## src/rtl/mxint8_bd_pkg.sv

```systemverilog
// Shared types and FP32/E8M0 field constants for the MXINT8 block sequencer.
package mxint8_bd_pkg;

  typedef enum logic [1:0] {
    ST_IDLE  = 2'd0,
    ST_FILL  = 2'd1,
    ST_SCALE = 2'd2,
    ST_DRAIN = 2'd3
  } bd_state_e;

  localparam int         EXP_MSB        = 30;
  localparam int         EXP_LSB        = 23;
  localparam logic [7:0] EXP_ALL1       = 8'hFF;
  localparam logic [7:0] E8M0_NAN       = 8'hFF;
  localparam int         DEF_BLOCK_SIZE = 32;

  // Biased exponent field; sign is deliberately excluded.
  function automatic logic [7:0] fp32_exp(input logic [31:0] v);
    return v[EXP_MSB:EXP_LSB];
  endfunction

endpackage

```

## src/rtl/mxint8_bd_ctrl_if.sv

```systemverilog
// Upstream element stream and quantizer-side stream of the block sequencer.
interface mxint8_bd_ctrl_if #(
  parameter int FP32_WIDTH  = 32,
  parameter int SCALE_WIDTH = 8,
  parameter int IDX_W       = 5
);
  logic                   in_valid;
  logic                   in_ready;
  logic [FP32_WIDTH-1:0]  in_fp32;
  logic                   q_valid;
  logic                   q_ready;
  logic [FP32_WIDTH-1:0]  q_fp32;
  logic [SCALE_WIDTH-1:0] q_scale;
  logic [IDX_W-1:0]       q_idx;
  logic                   q_first;
  logic                   q_last;
  logic                   busy;
  logic                   nan_block;

  modport master (
    output in_valid, in_fp32, q_ready,
    input  in_ready, q_valid, q_fp32, q_scale, q_idx, q_first, q_last, busy, nan_block
  );

  modport slave (
    input  in_valid, in_fp32, q_ready,
    output in_ready, q_valid, q_fp32, q_scale, q_idx, q_first, q_last, busy, nan_block
  );
endinterface

```

## src/rtl/mxint8_bd_buf.sv

```systemverilog
// One-block element store: single write port, asynchronous read port.
module mxint8_bd_buf #(
  parameter int DEPTH = 32,
  parameter int WIDTH = 32,
  parameter int AW    = $clog2(DEPTH)
) (
  input  logic             clk,
  input  logic             we,
  input  logic [AW-1:0]    waddr,
  input  logic [WIDTH-1:0] wdata,
  input  logic [AW-1:0]    raddr,
  output logic [WIDTH-1:0] rdata
);
  logic [WIDTH-1:0] mem_r [DEPTH];

  // Storage write; contents need no reset since every slot is written before it is read.
  always_ff @(posedge clk) begin
    if (we) begin
      mem_r[waddr] <= wdata;
    end
  end

  assign rdata = mem_r[raddr];
endmodule

```

## src/rtl/mxint8_bd_ctrl.sv

```systemverilog
// MXINT8 block sequencer: buffers a block, derives its shared E8M0 scale,
// then replays the block with the final scale attached to every element.
module mxint8_bd_ctrl
  import mxint8_bd_pkg::*;
#(
  parameter int BLOCK_SIZE  = DEF_BLOCK_SIZE,
  parameter int FP32_WIDTH  = 32,
  parameter int SCALE_WIDTH = 8,
  parameter int IDX_W       = $clog2(BLOCK_SIZE)
) (
  input logic             clk,
  input logic             rst,
  mxint8_bd_ctrl_if.slave bus
);
  localparam logic [IDX_W-1:0] LAST_IDX = IDX_W'(BLOCK_SIZE - 1);

  bd_state_e              state_r;
  bd_state_e              state_nxt_s;
  logic [IDX_W-1:0]       cnt_r;
  logic [IDX_W-1:0]       rd_ptr_r;
  logic [SCALE_WIDTH-1:0] max_exp_r;
  logic [SCALE_WIDTH-1:0] scale_r;
  logic [SCALE_WIDTH-1:0] in_exp_s;
  logic                   nan_acc_r;
  logic                   nan_block_r;
  logic                   accept_s;
  logic                   drain_s;
  logic                   in_hs_s;
  logic                   q_hs_s;
  logic                   in_nan_s;
  logic [FP32_WIDTH-1:0]  rd_data_s;

  assign in_exp_s = fp32_exp(bus.in_fp32);
  assign in_nan_s = (in_exp_s == EXP_ALL1);
  assign accept_s = (state_r == ST_IDLE) || (state_r == ST_FILL);
  assign drain_s  = (state_r == ST_DRAIN);
  assign in_hs_s  = bus.in_valid && accept_s;
  assign q_hs_s   = bus.q_ready && drain_s;

  mxint8_bd_buf #(
    .DEPTH (BLOCK_SIZE),
    .WIDTH (FP32_WIDTH),
    .AW    (IDX_W)
  ) u_buf (
    .clk   (clk),
    .we    (in_hs_s),
    .waddr (cnt_r),
    .wdata (bus.in_fp32),
    .raddr (rd_ptr_r),
    .rdata (rd_data_s)
  );

  // State register.
  always_ff @(posedge clk or posedge rst) begin
    if (rst) begin
      state_r <= ST_IDLE;
    end else begin
      state_r <= state_nxt_s;
    end
  end

  // Next-state decode.
  always_comb begin
    state_nxt_s = state_r;
    case (state_r)
      ST_IDLE: begin
        if (in_hs_s) state_nxt_s = ST_FILL;
        else         state_nxt_s = ST_IDLE;
      end
      ST_FILL: begin
        if (in_hs_s && (cnt_r == LAST_IDX)) state_nxt_s = ST_SCALE;
        else                                state_nxt_s = ST_FILL;
      end
      ST_SCALE: state_nxt_s = ST_DRAIN;
      ST_DRAIN: begin
        if (q_hs_s && (rd_ptr_r == LAST_IDX)) state_nxt_s = ST_IDLE;
        else                                  state_nxt_s = ST_DRAIN;
      end
      default: state_nxt_s = ST_IDLE;
    endcase
  end

  // Fill/drain pointers, running max exponent, NaN accumulation and the latched block scale.
  always_ff @(posedge clk or posedge rst) begin
    if (rst) begin
      cnt_r       <= '0;
      rd_ptr_r    <= '0;
      max_exp_r   <= '0;
      nan_acc_r   <= 1'b0;
      scale_r     <= '0;
      nan_block_r <= 1'b0;
    end else begin
      case (state_r)
        ST_IDLE: begin
          if (in_hs_s) begin
            cnt_r       <= IDX_W'(1);
            max_exp_r   <= in_exp_s;
            nan_acc_r   <= in_nan_s;
            nan_block_r <= 1'b0;
          end
        end
        ST_FILL: begin
          if (in_hs_s) begin
            // Pointer returns to 0 on the last slot so it never leaves 0..BLOCK_SIZE-1.
            cnt_r     <= (cnt_r == LAST_IDX) ? '0 : cnt_r + IDX_W'(1);
            max_exp_r <= (in_exp_s > max_exp_r) ? in_exp_s : max_exp_r;
            nan_acc_r <= nan_acc_r | in_nan_s;
          end
        end
        ST_SCALE: begin
          scale_r     <= nan_acc_r ? E8M0_NAN : max_exp_r;
          nan_block_r <= nan_acc_r;
          rd_ptr_r    <= '0;
        end
        ST_DRAIN: begin
          if (q_hs_s) begin
            if (rd_ptr_r == LAST_IDX) begin
              rd_ptr_r  <= '0;
              max_exp_r <= '0;
              nan_acc_r <= 1'b0;
            end else begin
              rd_ptr_r <= rd_ptr_r + IDX_W'(1);
            end
          end
        end
        default: begin
          cnt_r    <= '0;
          rd_ptr_r <= '0;
        end
      endcase
    end
  end

  assign bus.in_ready  = accept_s;
  assign bus.q_valid   = drain_s;
  assign bus.q_fp32    = drain_s ? rd_data_s : '0;
  assign bus.q_scale   = scale_r;
  assign bus.q_idx     = drain_s ? rd_ptr_r : '0;
  assign bus.q_first   = drain_s && (rd_ptr_r == '0);
  assign bus.q_last    = drain_s && (rd_ptr_r == LAST_IDX);
  assign bus.busy      = (state_r != ST_IDLE);
  assign bus.nan_block = nan_block_r;

endmodule
```

## src/flat_wrapper.sv

```systemverilog
// flat-port wrapper written by rule: the top's interface ports become plain ports
module mxint8_bd_ctrl_flat import mxint8_bd_pkg::*;
#(
  parameter int BLOCK_SIZE  = DEF_BLOCK_SIZE,
  parameter int FP32_WIDTH  = 32,
  parameter int SCALE_WIDTH = 8,
  parameter int IDX_W       = $clog2(BLOCK_SIZE)
)
  (clk, rst, bus_in_valid, bus_in_fp32, bus_q_ready, bus_in_ready, bus_q_valid, bus_q_fp32, bus_q_scale, bus_q_idx, bus_q_first, bus_q_last, bus_busy, bus_nan_block);
  mxint8_bd_ctrl_if #(.FP32_WIDTH(FP32_WIDTH), .SCALE_WIDTH(SCALE_WIDTH), .IDX_W(IDX_W)) bus_i ();
  input logic clk;
  input logic rst;
  input wire logic [$bits(bus_i.in_valid)-1:0] bus_in_valid;
  input wire logic [$bits(bus_i.in_fp32)-1:0] bus_in_fp32;
  input wire logic [$bits(bus_i.q_ready)-1:0] bus_q_ready;
  output wire logic [$bits(bus_i.in_ready)-1:0] bus_in_ready;
  output wire logic [$bits(bus_i.q_valid)-1:0] bus_q_valid;
  output wire logic [$bits(bus_i.q_fp32)-1:0] bus_q_fp32;
  output wire logic [$bits(bus_i.q_scale)-1:0] bus_q_scale;
  output wire logic [$bits(bus_i.q_idx)-1:0] bus_q_idx;
  output wire logic [$bits(bus_i.q_first)-1:0] bus_q_first;
  output wire logic [$bits(bus_i.q_last)-1:0] bus_q_last;
  output wire logic [$bits(bus_i.busy)-1:0] bus_busy;
  output wire logic [$bits(bus_i.nan_block)-1:0] bus_nan_block;
  assign bus_i.in_valid = bus_in_valid;
  assign bus_i.in_fp32 = bus_in_fp32;
  assign bus_i.q_ready = bus_q_ready;
  assign bus_in_ready = bus_i.in_ready;
  assign bus_q_valid = bus_i.q_valid;
  assign bus_q_fp32 = bus_i.q_fp32;
  assign bus_q_scale = bus_i.q_scale;
  assign bus_q_idx = bus_i.q_idx;
  assign bus_q_first = bus_i.q_first;
  assign bus_q_last = bus_i.q_last;
  assign bus_busy = bus_i.busy;
  assign bus_nan_block = bus_i.nan_block;
  mxint8_bd_ctrl #(.BLOCK_SIZE(BLOCK_SIZE), .FP32_WIDTH(FP32_WIDTH), .SCALE_WIDTH(SCALE_WIDTH), .IDX_W(IDX_W)) u_core (.clk(clk), .rst(rst), .bus(bus_i));
endmodule
```

## config.mk

```make
export PLATFORM = sky130hd
export DESIGN_NAME = mxint8_bd_ctrl_flat
export DESIGN_NICKNAME = d
export VERILOG_FILES = /design/src/rtl/mxint8_bd_pkg.sv /design/src/rtl/mxint8_bd_ctrl_if.sv /design/src/rtl/mxint8_bd_buf.sv /design/src/rtl/mxint8_bd_ctrl.sv /design/src/flat_wrapper.sv
export SDC_FILE = /design/constraint.sdc
export NUM_CORES = 1
export LEC_CHECK = 0
export ABC_AREA = 1
export CORE_MARGIN = 4
export CORE_UTILIZATION = 45
export CTS_BUF_LIST = sky130_fd_sc_hd__clkbuf_4
export DETAILED_ROUTE_END_ITERATION = 12
export PLACE_DENSITY_LB_ADDON = 0.05
export SYNTH_ARGS = -nofsm -noshare
export SYNTH_HDL_FRONTEND = slang
export SYNTH_SLANG_ARGS = --single-unit
```

## constraint.sdc

```tcl
create_clock -name clk -period 3.6 [get_ports clk]
set_input_delay 0.72 -clock clk [delete_from_list [all_inputs] [get_ports clk]]
set_output_delay 0.72 -clock clk [all_outputs]
set_load 0.1 [all_outputs]
```

* After elaboration in Yosys (flattened, before gate mapping)
Memory sizes are Yosys's and may differ from the RTL's. Cells that the tools add are included.
Word-level totals: register bits 30, RAM bits 1024, word-level logic and storage cells 71, memories 1
Memory list:
- u_core.u_buf.mem_r | depth 32, width 32, read ports 1, clocked after Yosys merged registers in 0, write ports 1, line mxint8_bd_buf.sv:14 | logic [WIDTH-1:0] mem_r [DEPTH];
Cells by class: add/sub/neg operators 2, order comparisons 1, equality and inequality tests 11, mux-type cells 29, bitwise operators 1, reduce and logical (&&, ||, !) cells 19
Operators by type and width (count):
- $mux 8 | 6
- $mux 32 | 1
- $mux 5 | 6
- $pmux 8 s3 | 1
- $pmux 5 s2 | 2
- $add 5x1->5 const B | 2
- $eq 5x5->1 const B | 2
- $eq 8x8->1 const B | 1
- $gt 8x8->1 | 1
- $mux 1 | 8
- $pmux 2 s4 | 1
- $reduce_bool 2->1 | 4
- $logic_and 1x1->1 | 6
- $ne 2x2->1 const B | 3
- $reduce_and 6->1 | 1
- $logic_not 5->1 | 1
- $reduce_and 5->1 | 1
- $eq 2x2->1 const B | 2
- $mux 2 | 2
- $ne 2x1->1 const B | 2
- $reduce_and 2->1 | 2
- $pmux 1 s3 | 1
- $reduce_and 3->1 | 1
- $reduce_bool 3->1 | 1
- other kinds (5) | 5

* Longest topological paths before layout
word-level depth 6, gate-level depth with buffers 14

* Modules after synthesis
From an unflattened synthesis, not the netlist that was laid out.
Second synthesis, totals: cells, all modules 3786, area total of the unflattened synthesis 43706.9 um^2
By module, submodules not included:
- mxint8_bd_buf | instances 1, cells an instance 3504, area each 41765.1 um^2, seq. area each 30749.5 um^2
- mxint8_bd_ctrl | instances 1, cells an instance 282, area each 1941.9 um^2, seq. area each 750.7 um^2

* Least setup slack after synthesis
Ideal clock, no wire load.
kind reg-to-output, from register u_core.rd_ptr_r[0], to output bus_q_fp32[0], data arrival time 2667 ps, data required time 2880 ps, setup slack 213 ps, cell stages (with the launch flop) 12, path through dfrtp_1 > buf_4 > buf_8 > buf_12 > buf_4 > nand2_1 > nand3_1 > nand2_1 > nand2_1 > nand3_1 > o21ai_1 > nor2_1
On the way: longest elaborated chain between the ends 2
RTL lines:
- from (decl) | line mxint8_bd_ctrl.sv:20 | logic [IDX_W-1:0] rd_ptr_r;
- from (signal assigned) | line mxint8_bd_ctrl.sv:122 | rd_ptr_r <= rd_ptr_r + IDX_W'(1);
- $mem_v2 32x32
- $mux 32 | line mxint8_bd_ctrl.sv:136 | assign bus.q_fp32 = drain_s ? rd_data_s : '0;
- to (decl) | line flat_wrapper.sv:18 | output wire logic [$bits(bus_i.q_fp32)-1:0] bus_q_fp32;
Every way passes these cells.

* Worst setup path in the final report
from register u_core.rd_ptr_r[0], to output bus_q_fp32[1]
The elaborated chain is that of the path after synthesis.

==> impl_results.md <==
- Share of cells above drive strength 1: 0.2279
- Sequential cell fraction of total power: 0.340
- Number of distinct library cells after synthesis: 26
- DRC violation total after the first TritonRoute iteration: 3356
- Violated checks: setup timing
- Part of the cycle the worst path needs: 1.085
- DR vias/cell: 5.564
- Synthesis warning total: 0
- Number of cells on the worst reg-to-reg path: 17
- Worst Hold Class: in2async
- Peak per-stage delay on the critical path: 0.50 ns
- H-tree levels: 5
- Leftover overflow at the end of global routing: 0
- Outcome: complete, but fails checks
- Worst reg2reg path startpoint: u_core.rd_ptr_r[0]$_DFFE_PP0P_
- Area share of the largest cell type after synthesis: 0.7166
- Worst slew margin: 0.2172
- Sequential fraction of the synthesis area: 0.7341
- Maximum clock frequency: 0.2560 GHz
- Finish-stage setup viols: 33
- Worst reg-to-reg setup slack: 0.75 ns
- Slowest CP cell: sky130_fd_sc_hd__dfrtp_4
- CTS root buffer: sky130_fd_sc_hd__clkbuf_4
- CORE AREA: 93890 um2
- Logic gate share of total power: 0.419
- Die boundary width: 316.8 um
- Post-synthesis area per instance: 11.57 um2
- Antenna violations before repair: 3
- CP Class: reg2out
- Number of buffers inserted during clock tree synthesis: 295
- Clock Tree Buf Depth: 4
- Setup WS pre-CTS: 0.5547 ns
- CP required: 2.88 ns
- Port buffer count: 86
- Final GP Congestion: 0.7907
- Clock network power share: 0.242
- Net Switching: 16.47 mW
- Maximum number of pins on one net before global-route repair: 79
- Post-synthesis cell count: 3709
- Final WS setup: -0.3070 ns
- Effective utilization at floorplan: 0.4570
- Clock tree from TritonCTS: done
- Placed cell count: 4996
- Number of DRC violations after detailed routing: 0
- Crit path cell chain: buf_12 > buf_16 > buf_16 > nor2_4 > nor2_1 > nand2_1 > o21ai_1 > nand2_1 > nand4_1 > nand2_1 > nand2_2 > buf_12
- Total number of vias: 31088
- Number of nets in the final layout: 4201
- Total routing usage reported by global routing: 0.2825
- Wire length of the first global-routing pass: 203.7 mm
- Final Critical Period: 3.907 ns
- Total power draw: 43.09 mW
- Predominant post-synthesis flop cell: sky130_fd_sc_hd__edfxtp_1
- Number of sinks driven by the clock tree: 1054
- Count of boundary I/O pins: 87
- Endpoint of the worst register-to-register path: u_core.max_exp_r[2]$_DFFE_PP0P_
- Later-pin clock latency in the skew report: 1.16 ns
- Asr flop ratio synth: 0.02846
- Worst Setup Start Kind: register
- Final worst clock skew: 0.09978 ns
- Die Outline Area: 100400 um2
- Clock slew at the register clock pins of the worst setup and hold paths: 0.06 ns
- Area of the mapped netlist: 42910 um2
- Most area-consuming cells after synthesis: sky130_fd_sc_hd__edfxtp_1 (72%), sky130_fd_sc_hd__nor2_1 (8.0%), sky130_fd_sc_hd__nand2_1 (6.0%)
- Via count of the first global-routing pass: 30055
- Most frequent cell on the critical path: sky130_fd_sc_hd__nand2_1
- Die boundary height: 316.8 um
- Count of flip-flops with a built-in enable after synthesis: 1024
- Cell type with the largest total area after synthesis: sky130_fd_sc_hd__edfxtp_1
- Number of non-filler instances in the completed layout: 5587
- Synthesized net count: 3761
- CP max FO: 8
- Endpoint class of the critical path: output port
- Site row count: 112
- Area growth syn-to-layout: 25.08%
- Final routed wire length divided by cell count: 26.03 um
- Final core utilization: 0.5716
- Half-perimeter wire length after detailed placement: 68.83 mm
- Arrival time at the worst endpoint: 3.19 ns
- Total Routed Length: 145.4 mm
- Switching Fraction: 0.3822
- Power density cells: 802.9 nW/um2
- Slew Limit Fails: 0
- Leakage power summed over all cells: 19.46 nW
- Unrepaired setup endpoints after global routing: true
- Setup crit start: u_core.rd_ptr_r[0]$_DFFE_PP0P_
- Post-route ant nets: 0
- Synth Register Bits: 1054
- Total iterations of the first detailed-routing run: 6
- Number of maximum-capacitance constraint violations: 0
- Worst slew pin tran: 1.170 ns
- Final hold viol count: 0
- Internal power: 26.62 mW
- Peak supply drop: 590.2 uV
- Total negative slack for setup checks: -7.337 ns
==> worst max path at each step <==
stage | to | slack (ns) | depth (start not counted)
6_report | bus_q_fp32[1] | -0.31 | 12
4_1_cts | bus_q_fp32[4] | -0.37 | 14
3_5_place_dp | bus_q_fp32[23] | 0.55 | 10
5_1_grt | bus_q_fp32[1] | -0.45 | 12
3_3_place_gp | bus_q_fp32[23] | 0.55 | 10
2_1_floorplan | bus_q_fp32[0] | 0.21 | 11
==> flip-flops by register name (all words and copies together) (netlist names) <==
register and cells:
u_core.nan_acc_r 1, u_core.max_exp_r 8, u_core.state_r 2, u_core.u_buf.mem_r 1024, u_core.cnt_r 5, u_core.bus.q_scale 8
u_core.bus.nan_block 1, u_core.rd_ptr_r 5
==> cells in the final DEF (no fill, tap or decap), types with 8 or more instances in the layout <==
cell and instances:
sky130_fd_sc_hd__edfxtp_1 1024, sky130_fd_sc_hd__nor2_1 780, sky130_fd_sc_hd__nand2_1 627, sky130_fd_sc_hd__clkbuf_4 432, sky130_fd_sc_hd__o21ai_1 275, sky130_fd_sc_hd__o21ai_0 269, sky130_fd_sc_hd__inv_1 115, sky130_fd_sc_hd__buf_4 101
sky130_fd_sc_hd__buf_12 97, sky130_fd_sc_hd__nor2_4 88, sky130_fd_sc_hd__nand4_1 63, sky130_fd_sc_hd__buf_16 53, sky130_fd_sc_hd__nand3_1 50, sky130_fd_sc_hd__nand2_2 48, sky130_fd_sc_hd__nor2_2 45, sky130_fd_sc_hd__clkdlybuf4s50_1 44
sky130_fd_sc_hd__clkinv_1 32, sky130_fd_sc_hd__dfrtp_1 25, sky130_fd_sc_hd__clkbuf_16 19, sky130_fd_sc_hd__o21ai_2 18, sky130_fd_sc_hd__buf_6 16, sky130_fd_sc_hd__nand2_4 15, sky130_fd_sc_hd__ha_1 13, sky130_fd_sc_hd__buf_8 10
sky130_fd_sc_hd__nand3_2 9, sky130_fd_sc_hd__a21oi_1 8
==> critical path, delay by kind of cell, from the launching register on <==
family	cells	cell delay, ns
AOI/OAI and AO/OA	1	0.06
buffers and inverters	4	0.70
and+or+nand+nor	7	0.77
DFF	1	0.50
==> final cells by class <==
| class | count | area [um2] |
|---|---|---|
| diodes | 7 | 17.52 |
| clock buffers | 432 | 3243 |
| clock inverters | 42 | 244.0 |
| fillers | 7910 | 40220 |
| inverters | 122 | 491.7 |
| multi-input cells | 2330 | 11060 |
| flip-flops and latches | 1054 | 31510 |
| well taps | 1254 | 1569 |
| repair buffers | 343 | 5503 |
| repair inverters | 3 | 28.78 |
==> cells in the mapped netlist (30+ instances only) <==
library cell                  n
sky130_fd_sc_hd__buf_1       38
sky130_fd_sc_hd__buf_2       34
sky130_fd_sc_hd__clkbuf_1    88
sky130_fd_sc_hd__dfrtp_1     30
sky130_fd_sc_hd__edfxtp_1  1024
sky130_fd_sc_hd__inv_1      117
sky130_fd_sc_hd__nand2_1    690
sky130_fd_sc_hd__nand3_1     60
sky130_fd_sc_hd__nand4_1     63
sky130_fd_sc_hd__nor2_1     913
sky130_fd_sc_hd__o21ai_0    331
sky130_fd_sc_hd__o21ai_1    233
==> per-stage QoR <==
step,hold slack [ns],area [um2]
after CTS,0.01229,52460
after global placement,0.4632,46630
after global routing,0.07595,53670
final,0.09705,53670
after detailed placement,0.4656,46630
after floorplan,0.4419,42910
==> routing by layer <==
metal | up-vias | share of wire | GRT usage
met5 | - | 0 | 0
met4 | 0 | 0.025 | 0.08663
met3 | 244 | 0.083 | 0.05370
met2 | 1459 | 0.48 | 0.4582
met1 | 15485 | 0.42 | 0.3902
li1 | 13900 | - | -
==> power by group through the flow <==
stage / combinational [mW] / clock (mW) / sequential, mW
after global routing: 19.2 / 11.4 / 14.7
after global placement: 13.0 / 0 / 14.8
after CTS: 16.6 / 10.7 / 14.6
final: 18.0 / 10.4 / 14.6
after detailed placement: 13.0 / 0 / 14.9
after floorplan: 8.19 / 0 / 15.0
==> timing repair <==
action | 4_1_cts | 5_1_grt
endpoints found under the hold margin | 0 | 0
buffers inserted | 38 | 13
pin swaps | 57 | 91
hold buffers | 0 | 0
resized for setup | 263 | 217
cloned | 41 | 22
setup endpoints to repair | 36 | 34
==> kinds of logic (layout without fill, tap and decap cells) <==
logic type      count (synthesis)  in the layout  synth area share
buf+inv                       325            942           0.03569
compound gates                585            585           0.06870
simple gates                 1729           1729            0.1568
flops                        1054           1054            0.7341
fa+ha+maj                      16             16          0.004666
other cells                     0              7                 0
(Power assumes the default switching activity.)
